==> config.mk <==
export PLATFORM = sky130hd
export DESIGN_NAME = gate_op_arbiter_flat
export DESIGN_NICKNAME = d
export VERILOG_FILES = /design/src/rtl/gate_op_arbiter_pkg.sv /design/src/rtl/gate_op_arbiter_if.sv /design/src/rtl/gate_op_arbiter_nor_gate_unit.sv /design/src/rtl/gate_op_arbiter.sv /design/src/flat_wrapper.sv
export SDC_FILE = /design/constraint.sdc
export NUM_CORES = 1
export LEC_CHECK = 0
export CAP_MARGIN = 30
export CORE_MARGIN = 10
export CORE_UTILIZATION = 52
export CTS_BUF_LIST = sky130_fd_sc_hd__clkbuf_8
export DETAILED_ROUTE_END_ITERATION = 8
export GPL_TIMING_DRIVEN = 1
export PLACE_DENSITY = 0.88
export SYNTH_ARGS = -nofsm -noshare
export SYNTH_HDL_FRONTEND = slang
export SYNTH_HIERARCHICAL = 1
export SYNTH_SLANG_ARGS = --single-unit
export TNS_END_PERCENT = 100
==> constraint.sdc <==
create_clock -name clk -period 4.2 [get_ports clk]
set_input_delay 0.42 -clock clk [delete_from_list [all_inputs] [get_ports clk]]
set_output_delay 0.42 -clock clk [all_outputs]
set_load 0.005 [all_outputs]
==> src/rtl/gate_op_arbiter_pkg.sv <==
// Shared types for the gate-op arbiter: opcode and FSM state encodings.
package gate_op_pkg;

  localparam int unsigned OP_W = 3;

  typedef enum logic [OP_W-1:0] {
    OP_AND  = 3'd0,
    OP_OR   = 3'd1,
    OP_NAND = 3'd2,
    OP_NOR  = 3'd3,
    OP_XOR  = 3'd4,
    OP_XNOR = 3'd5,
    OP_NOT  = 3'd6,
    OP_ILL  = 3'd7
  } op_e;

  typedef enum logic [1:0] {
    IDLE = 2'd0,
    EXEC = 2'd1,
    RESP = 2'd2
  } state_e;

endpackage

==> src/rtl/gate_op_arbiter_if.sv <==
// Request/response bundle between the requesters and the gate-op arbiter.
interface gate_op_arbiter_if #(
  parameter int unsigned NUM_REQ = 4,
  parameter int unsigned DATA_W  = 8,
  parameter int unsigned CNT_W   = 16
);
  localparam int unsigned ID_W = $clog2(NUM_REQ);

  logic [NUM_REQ-1:0]                  req_valid;
  logic [NUM_REQ-1:0]                  req_ready;
  logic [NUM_REQ*DATA_W-1:0]           req_a;
  logic [NUM_REQ*DATA_W-1:0]           req_b;
  logic [NUM_REQ*gate_op_pkg::OP_W-1:0] req_op;
  logic                                rsp_valid;
  logic                                rsp_ready;
  logic [ID_W-1:0]                     rsp_id;
  logic [DATA_W-1:0]                   rsp_data;
  logic                                rsp_err;
  logic                                busy;
  logic [CNT_W-1:0]                    op_count;

  modport master (
    output req_valid, req_a, req_b, req_op, rsp_ready,
    input  req_ready, rsp_valid, rsp_id, rsp_data, rsp_err, busy, op_count
  );

  modport slave (
    input  req_valid, req_a, req_b, req_op, rsp_ready,
    output req_ready, rsp_valid, rsp_id, rsp_data, rsp_err, busy, op_count
  );

endinterface

==> src/rtl/gate_op_arbiter_nor_gate_unit.sv <==
// Combinational bitwise gate unit; every function is composed from 2-input NORs.
module nor_gate_unit
  import gate_op_pkg::*;
#(
  parameter int unsigned DATA_W = 8
) (
  input  logic [DATA_W-1:0] a,
  input  logic [DATA_W-1:0] b,
  input  logic [OP_W-1:0]   op,
  output logic [DATA_W-1:0] y,
  output logic              err
);

  function automatic logic [DATA_W-1:0] nor2(input logic [DATA_W-1:0] x,
                                             input logic [DATA_W-1:0] z);
    return ~(x | z);
  endfunction

  logic [DATA_W-1:0] not_a, not_b, nor_ab, or_ab, and_ab, nand_ab;
  logic [DATA_W-1:0] na_and_b, a_and_nb, xnor_ab, xor_ab;

  assign not_a    = nor2(a, a);
  assign not_b    = nor2(b, b);
  assign nor_ab   = nor2(a, b);
  assign or_ab    = nor2(nor_ab, nor_ab);
  assign and_ab   = nor2(not_a, not_b);
  assign nand_ab  = nor2(and_ab, and_ab);
  // xnor = nor(~a&b, a&~b), both terms reuse nor(a,b)
  assign na_and_b = nor2(a, nor_ab);
  assign a_and_nb = nor2(b, nor_ab);
  assign xnor_ab  = nor2(na_and_b, a_and_nb);
  assign xor_ab   = nor2(xnor_ab, xnor_ab);

  always_comb begin
    y   = '0;
    err = 1'b0;
    unique case (op_e'(op))
      OP_AND:  y = and_ab;
      OP_OR:   y = or_ab;
      OP_NAND: y = nand_ab;
      OP_NOR:  y = nor_ab;
      OP_XOR:  y = xor_ab;
      OP_XNOR: y = xnor_ab;
      OP_NOT:  y = not_a;
      OP_ILL:  err = 1'b1;
    endcase
  end

endmodule

==> src/rtl/gate_op_arbiter.sv <==
// Round-robin arbiter sharing one NOR-built gate unit among NUM_REQ requesters,
// with a registered execute stage and a held response handshake.
module gate_op_arbiter
  import gate_op_pkg::*;
#(
  parameter int unsigned NUM_REQ = 4,
  parameter int unsigned DATA_W  = 8,
  parameter int unsigned CNT_W   = 16
) (
  input  logic             clk,
  input  logic             rst,
  gate_op_arbiter_if.slave bus
);

  localparam int unsigned ID_W = $clog2(NUM_REQ);

  state_e            state_q, state_d;
  logic [ID_W-1:0]   last_grant_q, last_grant_d;
  logic [ID_W-1:0]   gid_q, gid_d;
  logic [DATA_W-1:0] a_q, a_d, b_q, b_d;
  logic [OP_W-1:0]   op_q, op_d;
  logic              rsp_valid_q, rsp_valid_d;
  logic [ID_W-1:0]   rsp_id_q, rsp_id_d;
  logic [DATA_W-1:0] rsp_data_q, rsp_data_d;
  logic              rsp_err_q, rsp_err_d;
  logic [CNT_W-1:0]  op_count_q, op_count_d;

  logic              grant_found;
  logic [ID_W-1:0]   grant_idx;
  logic [ID_W-1:0]   probe_idx;
  int unsigned       probe;
  logic [DATA_W-1:0] gate_y;
  logic              gate_err;

  nor_gate_unit #(
    .DATA_W(DATA_W)
  ) u_gate (
    .a  (a_q),
    .b  (b_q),
    .op (op_q),
    .y  (gate_y),
    .err(gate_err)
  );

  // First valid requester strictly after last_grant, wrapping.
  always_comb begin
    grant_found = 1'b0;
    grant_idx   = '0;
    probe       = 0;
    probe_idx   = '0;
    for (int unsigned k = 1; k <= NUM_REQ; k++) begin
      probe     = (32'(last_grant_q) + k) % NUM_REQ;
      probe_idx = ID_W'(probe);
      if (!grant_found && bus.req_valid[probe_idx]) begin
        grant_found = 1'b1;
        grant_idx   = probe_idx;
      end
    end
  end

  always_ff @(posedge clk or posedge rst) begin
    if (rst) begin
      state_q      <= IDLE;
      last_grant_q <= ID_W'(NUM_REQ - 1);
      gid_q        <= '0;
      a_q          <= '0;
      b_q          <= '0;
      op_q         <= '0;
      rsp_valid_q  <= 1'b0;
      rsp_id_q     <= '0;
      rsp_data_q   <= '0;
      rsp_err_q    <= 1'b0;
      op_count_q   <= '0;
    end else begin
      state_q      <= state_d;
      last_grant_q <= last_grant_d;
      gid_q        <= gid_d;
      a_q          <= a_d;
      b_q          <= b_d;
      op_q         <= op_d;
      rsp_valid_q  <= rsp_valid_d;
      rsp_id_q     <= rsp_id_d;
      rsp_data_q   <= rsp_data_d;
      rsp_err_q    <= rsp_err_d;
      op_count_q   <= op_count_d;
    end
  end

  always_comb begin
    state_d = state_q;
    unique case (state_q)
      IDLE:    if (grant_found) state_d = EXEC;
      EXEC:    state_d = RESP;
      RESP:    if (bus.rsp_ready) state_d = IDLE;
      default: state_d = IDLE;
    endcase
  end

  always_comb begin
    last_grant_d = last_grant_q;
    gid_d        = gid_q;
    a_d          = a_q;
    b_d          = b_q;
    op_d         = op_q;
    rsp_valid_d  = rsp_valid_q;
    rsp_id_d     = rsp_id_q;
    rsp_data_d   = rsp_data_q;
    rsp_err_d    = rsp_err_q;
    op_count_d   = op_count_q;
    unique case (state_q)
      IDLE: begin
        if (grant_found) begin
          a_d          = bus.req_a[grant_idx*DATA_W +: DATA_W];
          b_d          = bus.req_b[grant_idx*DATA_W +: DATA_W];
          op_d         = bus.req_op[grant_idx*OP_W +: OP_W];
          gid_d        = grant_idx;
          last_grant_d = grant_idx;
        end
      end
      EXEC: begin
        rsp_data_d  = gate_y;
        rsp_err_d   = gate_err;
        rsp_id_d    = gid_q;
        rsp_valid_d = 1'b1;
      end
      RESP: begin
        if (bus.rsp_ready) begin
          rsp_valid_d = 1'b0;
          op_count_d  = (&op_count_q) ? op_count_q : op_count_q + 1'b1;
        end
      end
      default: ;
    endcase
  end

  // The grant is a combinational transfer; masked during reset.
  always_comb begin
    bus.req_ready = '0;
    if (!rst && state_q == IDLE && grant_found) begin
      bus.req_ready = NUM_REQ'(1) << grant_idx;
    end
  end

  assign bus.rsp_valid = rsp_valid_q;
  assign bus.rsp_id    = rsp_id_q;
  assign bus.rsp_data  = rsp_data_q;
  assign bus.rsp_err   = rsp_err_q;
  assign bus.busy      = (state_q != IDLE);
  assign bus.op_count  = op_count_q;

endmodule
==> src/flat_wrapper.sv <==
// flat-port wrapper written by rule: the top's interface ports become plain ports
module gate_op_arbiter_flat import gate_op_pkg::*;
#(
  parameter int unsigned NUM_REQ = 4,
  parameter int unsigned DATA_W  = 8,
  parameter int unsigned CNT_W   = 16
)
  (clk, rst, bus_req_valid, bus_req_a, bus_req_b, bus_req_op, bus_rsp_ready, bus_req_ready, bus_rsp_valid, bus_rsp_id, bus_rsp_data, bus_rsp_err, bus_busy, bus_op_count);
  gate_op_arbiter_if #(.NUM_REQ(NUM_REQ), .DATA_W(DATA_W), .CNT_W(CNT_W)) bus_i ();
  input  logic clk;
  input  logic rst;
  input wire logic [$bits(bus_i.req_valid)-1:0] bus_req_valid;
  input wire logic [$bits(bus_i.req_a)-1:0] bus_req_a;
  input wire logic [$bits(bus_i.req_b)-1:0] bus_req_b;
  input wire logic [$bits(bus_i.req_op)-1:0] bus_req_op;
  input wire logic [$bits(bus_i.rsp_ready)-1:0] bus_rsp_ready;
  output wire logic [$bits(bus_i.req_ready)-1:0] bus_req_ready;
  output wire logic [$bits(bus_i.rsp_valid)-1:0] bus_rsp_valid;
  output wire logic [$bits(bus_i.rsp_id)-1:0] bus_rsp_id;
  output wire logic [$bits(bus_i.rsp_data)-1:0] bus_rsp_data;
  output wire logic [$bits(bus_i.rsp_err)-1:0] bus_rsp_err;
  output wire logic [$bits(bus_i.busy)-1:0] bus_busy;
  output wire logic [$bits(bus_i.op_count)-1:0] bus_op_count;
  assign bus_i.req_valid = bus_req_valid;
  assign bus_i.req_a = bus_req_a;
  assign bus_i.req_b = bus_req_b;
  assign bus_i.req_op = bus_req_op;
  assign bus_i.rsp_ready = bus_rsp_ready;
  assign bus_req_ready = bus_i.req_ready;
  assign bus_rsp_valid = bus_i.rsp_valid;
  assign bus_rsp_id = bus_i.rsp_id;
  assign bus_rsp_data = bus_i.rsp_data;
  assign bus_rsp_err = bus_i.rsp_err;
  assign bus_busy = bus_i.busy;
  assign bus_op_count = bus_i.op_count;
  gate_op_arbiter #(.NUM_REQ(NUM_REQ), .DATA_W(DATA_W), .CNT_W(CNT_W)) u_core (.clk(clk), .rst(rst), .bus(bus_i));
endmodule
# After elaboration in Yosys (flattened, before gate mapping)
# Cells that the tools add are included.
# classes
n_addsub	5
n_mul	1
order_cmp	4
n_eq_ne	11
shift	4
n_mux	24
n_bitwise	21
n_reduce_logical	18
# op_table
op	count
8-bit inverter	10
8-bit OR	10
32-bit by 6-bit indexed part select with 8-bit output	2
8-bit case mux with 7 select lines	1
16-bit by 1-bit adder with 16-bit output, second input constant	1
16-bit AND reduction	1
3-bit equality test, second input constant	4
2-bit by 3-bit less-than comparator with 1-bit output, second input constant	4
2-bit two-way mux	6
12-bit by 5-bit indexed part select with 3-bit output	1
1-bit two-way mux	10
1-bit binary-select mux with 2-bit select	4
3-bit by 2-bit equality test with 1-bit output, second input constant	2
2-bit case mux with 3 select lines	1
2-bit AND reduction	3
1-bit logical AND	5
2-bit by 1-bit adder with 2-bit output, second input constant	2
2-bit adder, second input constant	2
1-bit logical NOT	4
2-bit by 2-bit multiplier with 4-bit output, second input constant	1
4-bit two-way mux	1
2-bit nonzero test	2
1-bit by 2-bit << shifter with 4-bit output, first input constant	1
3-bit by 1-bit equality test with 1-bit output, second input constant	1
other kinds (9)	9
# totals
regBits	53
out_inout_bits	33

# Logic depth before layout (Yosys ltp)
# depth
word_depth	15
mapped_depth	7

# Modules after synthesis
# The synthesis kept the hierarchy.
# by_module_without_submodules
module	instances	cells_per_inst	area_each_um2	seq_area_each_um2
gate_op_arbiter	1	258	3010.4	1328.8
nor_gate_unit	1	93	711.9	0.0

# Worst setup path before layout
# No wires, ideal clock.
# synth_path
kind	input -> output
from	input port rst
to	output port bus_req_ready[2]
arrival_ps	1869
required_time_ps	3780
setup_slack_ps	1911
path_stages	2
path_buffers	0
path_cell_list	inv_1 -> and3_1
# synth_between
elab_chain_len	4
# synth_lines
item	line	text
start, declared	flat_wrapper.sv:11	input logic rst;
1-bit logical NOT (no source line)	--	
1-bit logical AND (2 in series)	gate_op_arbiter.sv:139	if (!rst && state_q == IDLE && grant_found) begin
4-bit two-way mux	gate_op_arbiter.sv:139	
end, declared	flat_wrapper.sv:17	output wire logic [$bits(bus_i.req_ready)-1:0] bus_req_ready;
# No other way between the ends.

# Worst setup path in the final report
# layout_path
from	input port bus_req_valid[3]
to	output port bus_req_ready[2]
# layout_between
elab_chain_len	14
word_cells_on_any_way	25
cone_classes	shift (1); mux (17); reduce/logical (7)
# layout_lines
item	line	text
start, declared	flat_wrapper.sv:12	input wire logic [$bits(bus_i.req_valid)-1:0] bus_req_valid;
1-bit binary-select mux with 2-bit select	gate_op_arbiter.sv:54	if (!grant_found && bus.req_valid[probe_idx]) begin
1-bit two-way mux (not written as such)	gate_op_arbiter.sv:54	
1-bit two-way mux	gate_op_arbiter.sv:54	
1-bit logical NOT	gate_op_arbiter.sv:54	
1-bit logical AND	gate_op_arbiter.sv:54	
1-bit two-way mux	gate_op_arbiter.sv:54	
1-bit logical NOT	gate_op_arbiter.sv:54	
1-bit logical AND	gate_op_arbiter.sv:54	
1-bit two-way mux	gate_op_arbiter.sv:54	
1-bit logical NOT	gate_op_arbiter.sv:54	
1-bit logical AND	gate_op_arbiter.sv:54	
2-bit two-way mux / 1-bit two-way mux (equally long branches)	gate_op_arbiter.sv:54	
1-bit by 2-bit << shifter with 4-bit output / 1-bit logical AND (equally long branches)	gate_op_arbiter.sv:140, gate_op_arbiter.sv:139	
4-bit two-way mux (*)	gate_op_arbiter.sv:139	
# Every way passes the cells marked *; elsewhere a longest branch is shown, timed or not. The select of a mux whose other input is x is not followed.

==> run summary <==
outcome: complete, no violations
Post CTS Setup Buffer Count: 0
Worst-path clk slew: 0.11 ns
synth top area cells: dfrtp_1 34%, a211oi_2 11%, ha_1 5.7%, and4_1 5.2%, mux2i_1 5.1%
largest net degree at the start of global routing: 54
die extent in y: 105 um
Final Setup Violations: 0
Final Skew: 0.0169 ns
Setup Slack @ Placement: 0.728 ns
clk sink count: 53
Syn Area/Cell: 10.6 sq um
Pleak: 2.12 nW
most frequent cells in the layout: 115 x clkdlybuf4s50_1, 51 x dfrtp_1, 34 x nor2_1
Yosys warnings: 6
Core Region: 0.00687 sq mm
relative max-transition margin: 0.522
worst skew pair latency: 0.31 ns
worst hold path class: reg -> reg
initial antenna violation count: 0
Crit Path Class: in -> out
Hold Buf Count CTS: 0
vias per cell: 5.67
sequential area share after synthesis: 0.357
DRT Pass-1 Iters: 4
chip width: 105 um
CTS root buf: clkbuf_8
Slew Limit Fails: 0
Initial Utilization: 0.542
Achievable Freq: 287 MHz
internal cell power: 1.79 mW
Rows: 30
pwr dens: 617 mW/mm^2
Post-synth EDFFs: 0
Critical Path RT: 3.78 ns
final critical-path share of the clock period: 0.830
CTS buffer count: 5
Sw Share: 0.418
Worst setup startpoint: bus_req_valid[3]
Vias: 3,125
Setup TNS: 0 ns
Layout Nets: 554
slew of the pin with the lowest slew margin: 0.717 ns
Tmin final: 3.48 ns
DP Wirelength: 8040 um
commonest non-fill, non-tap cell in the layout: clkdlybuf4s50_1
first-pass GRT wire length: 16,800 um
Yosys top cell area share: 0.343
ys flop type: dfrtp_1
r2r setup slk: 1.42 ns
share of layout cells above drive strength 1: 0.167
Max Fanout on Critical Path: 21
total net switching power: 1.29 mW
WL final: 10,200 um
CP startpoint kind: input pin
Syn Nets: 451
logic gate share of total power: 0.595
clock buffer depth: 2
Peak supply drop: 0.392 mV
Syn Inst Count: 351
crit end category: primary output
H-tree depth: 2
setup slack after layout: 0.715 ns
ANT nets after route: 0
clock share of power: 0.097
antenna cell count: 0
Routed WL per cell: 18.5 um
Layout area overhead: 34.1%
# IOs: 116
DRC errors left: 0
total gr overflow: 0
post-cts sizing count: 0
final hold vios: 0
critical path data arrival time: 3.06 ns
RR Startpoint: u_core/last_grant_q[0]$_DFFE_PP1P_
Synth cell types: 49
vias in the first global route: 3,273
Synth area leader: dfrtp_1
First DRT Iteration DRCs: 108
sequential group share of total power: 0.308
DIE AREA: 0.0109 sq mm
CTS tree: built
# port buffers: 115
Final GP Congestion: 0.879
Netlist Area Pre-Place: 0.00372 sq mm
max-cap viol count: 0
Tot GR Track Use: 0.183
Yosys reg bits: 53
RSZ-0062 raised after global routing: no
async set-reset flop share out of synthesis: 1.00
min-delay src: u_core/bus.op_count[7]$_DFFE_PP0P_
[path summary, 6_finish.rpt]
kind                            cells after the start                                 end
worst max-delay path                                6                    bus_req_ready[2]
min in group asynchronous                           3         u_core/gid_q[0]$_DFFE_PP0P_
worst max register to register                      6           u_core/a_q[5]$_DFFE_PP0P_
worst min-delay path                                1  u_core/bus.op_count[7]$_DFFE_PP0P_
max in group asynchronous                           3           u_core/b_q[0]$_DFFE_PP0P_
worst min register to register                      1  u_core/bus.op_count[7]$_DFFE_PP0P_
[kinds of logic after synthesis]
group                      synth area share
adders and majority gates            0.0571
AOI/OAI and AO/OA                     0.216
DFF                                   0.357
and+or+nand+nor                       0.162
muxes                                0.0874
xor gates and xnor gates             0.0518
buffers and inverters                0.0679
[power by group through the flow]
stage               clock network, mW  logic [mW]  registers (mW)
CTS                             0.302        1.76           0.982
global route                    0.324        2.02           0.978
finish                          0.298        1.83           0.949
detailed placement                  0        1.75           0.991
global placement                    0        1.67           0.974
floorplan                           0        1.38           0.877
[worst max-delay path, stage by stage]
cell and delay (ns):
clkdlybuf4s50_1 0.46, nor2b_2 0.19, o21ai_2 0.58, and3_1 0.64, and3_1 0.26, clkdlybuf4s50_1 0.51
[area by class of cell]
| type | count | area (sq um) |
|---|---|---|
| Clock buffer | 5 | 68.8 |
| Clock inverter | 3 | 25.0 |
| Fill cell | 489 | 1880 |
| Inverter | 19 | 71.3 |
| Multi-Input combinational cell | 252 | 2140 |
| Sequential cell | 53 | 1330 |
| Tap cell | 96 | 120 |
| Timing Repair Buffer | 123 | 1230 |
[flip-flops by register name (all words and copies together) (netlist names)]
| name | count |
|---|---|
| u_core/bus.rsp_data | 8 |
| u_core/bus.rsp_id | 2 |
| u_core/a_q | 8 |
| u_core/state_q | 2 |
| u_core/last_grant_q | 2 |
| u_core/op_q | 3 |
| u_core/bus.rsp_err | 1 |
| u_core/b_q | 8 |
| u_core/gid_q | 2 |
| u_core/bus.op_count | 16 |
| u_core/bus.rsp_valid | 1 |
[synth_stat cells, types with 7 or more instances]
master and number:
a21oi_1 11, xnor2_1 19, a211o_1 7, buf_2 12
dfrtp_1 51, o221ai_1 7, nor2_1 35, and3_1 8
a211oi_2 32, mux2i_1 19, mux2_2 12, ha_1 17
inv_1 18, and4_1 22, o211a_1 7, nand3_1 8
[stage by stage]
stage,utilization,area [sq um],std cells,total power [mW],hold WS (ns)
floorplan,-,3720,351,2.26,0.444
global route,0.727,4990,551,3.32,0.524
detailed placement,0.707,4860,541,2.75,0.497
CTS,0.721,4950,549,3.05,0.517
finish,0.727,4990,551,3.08,0.509
global placement,0.707,4860,541,2.65,0.478
[metal layers]
metal	track usage	wire length [um]	vias up
met4	0.0686	270	0
met2	0.332	5410	81
met3	0.0356	422	18
met1	0.207	4070	1519
met5	0	0	-
li1	-	-	1507
(Power assumes the default switching activity.)
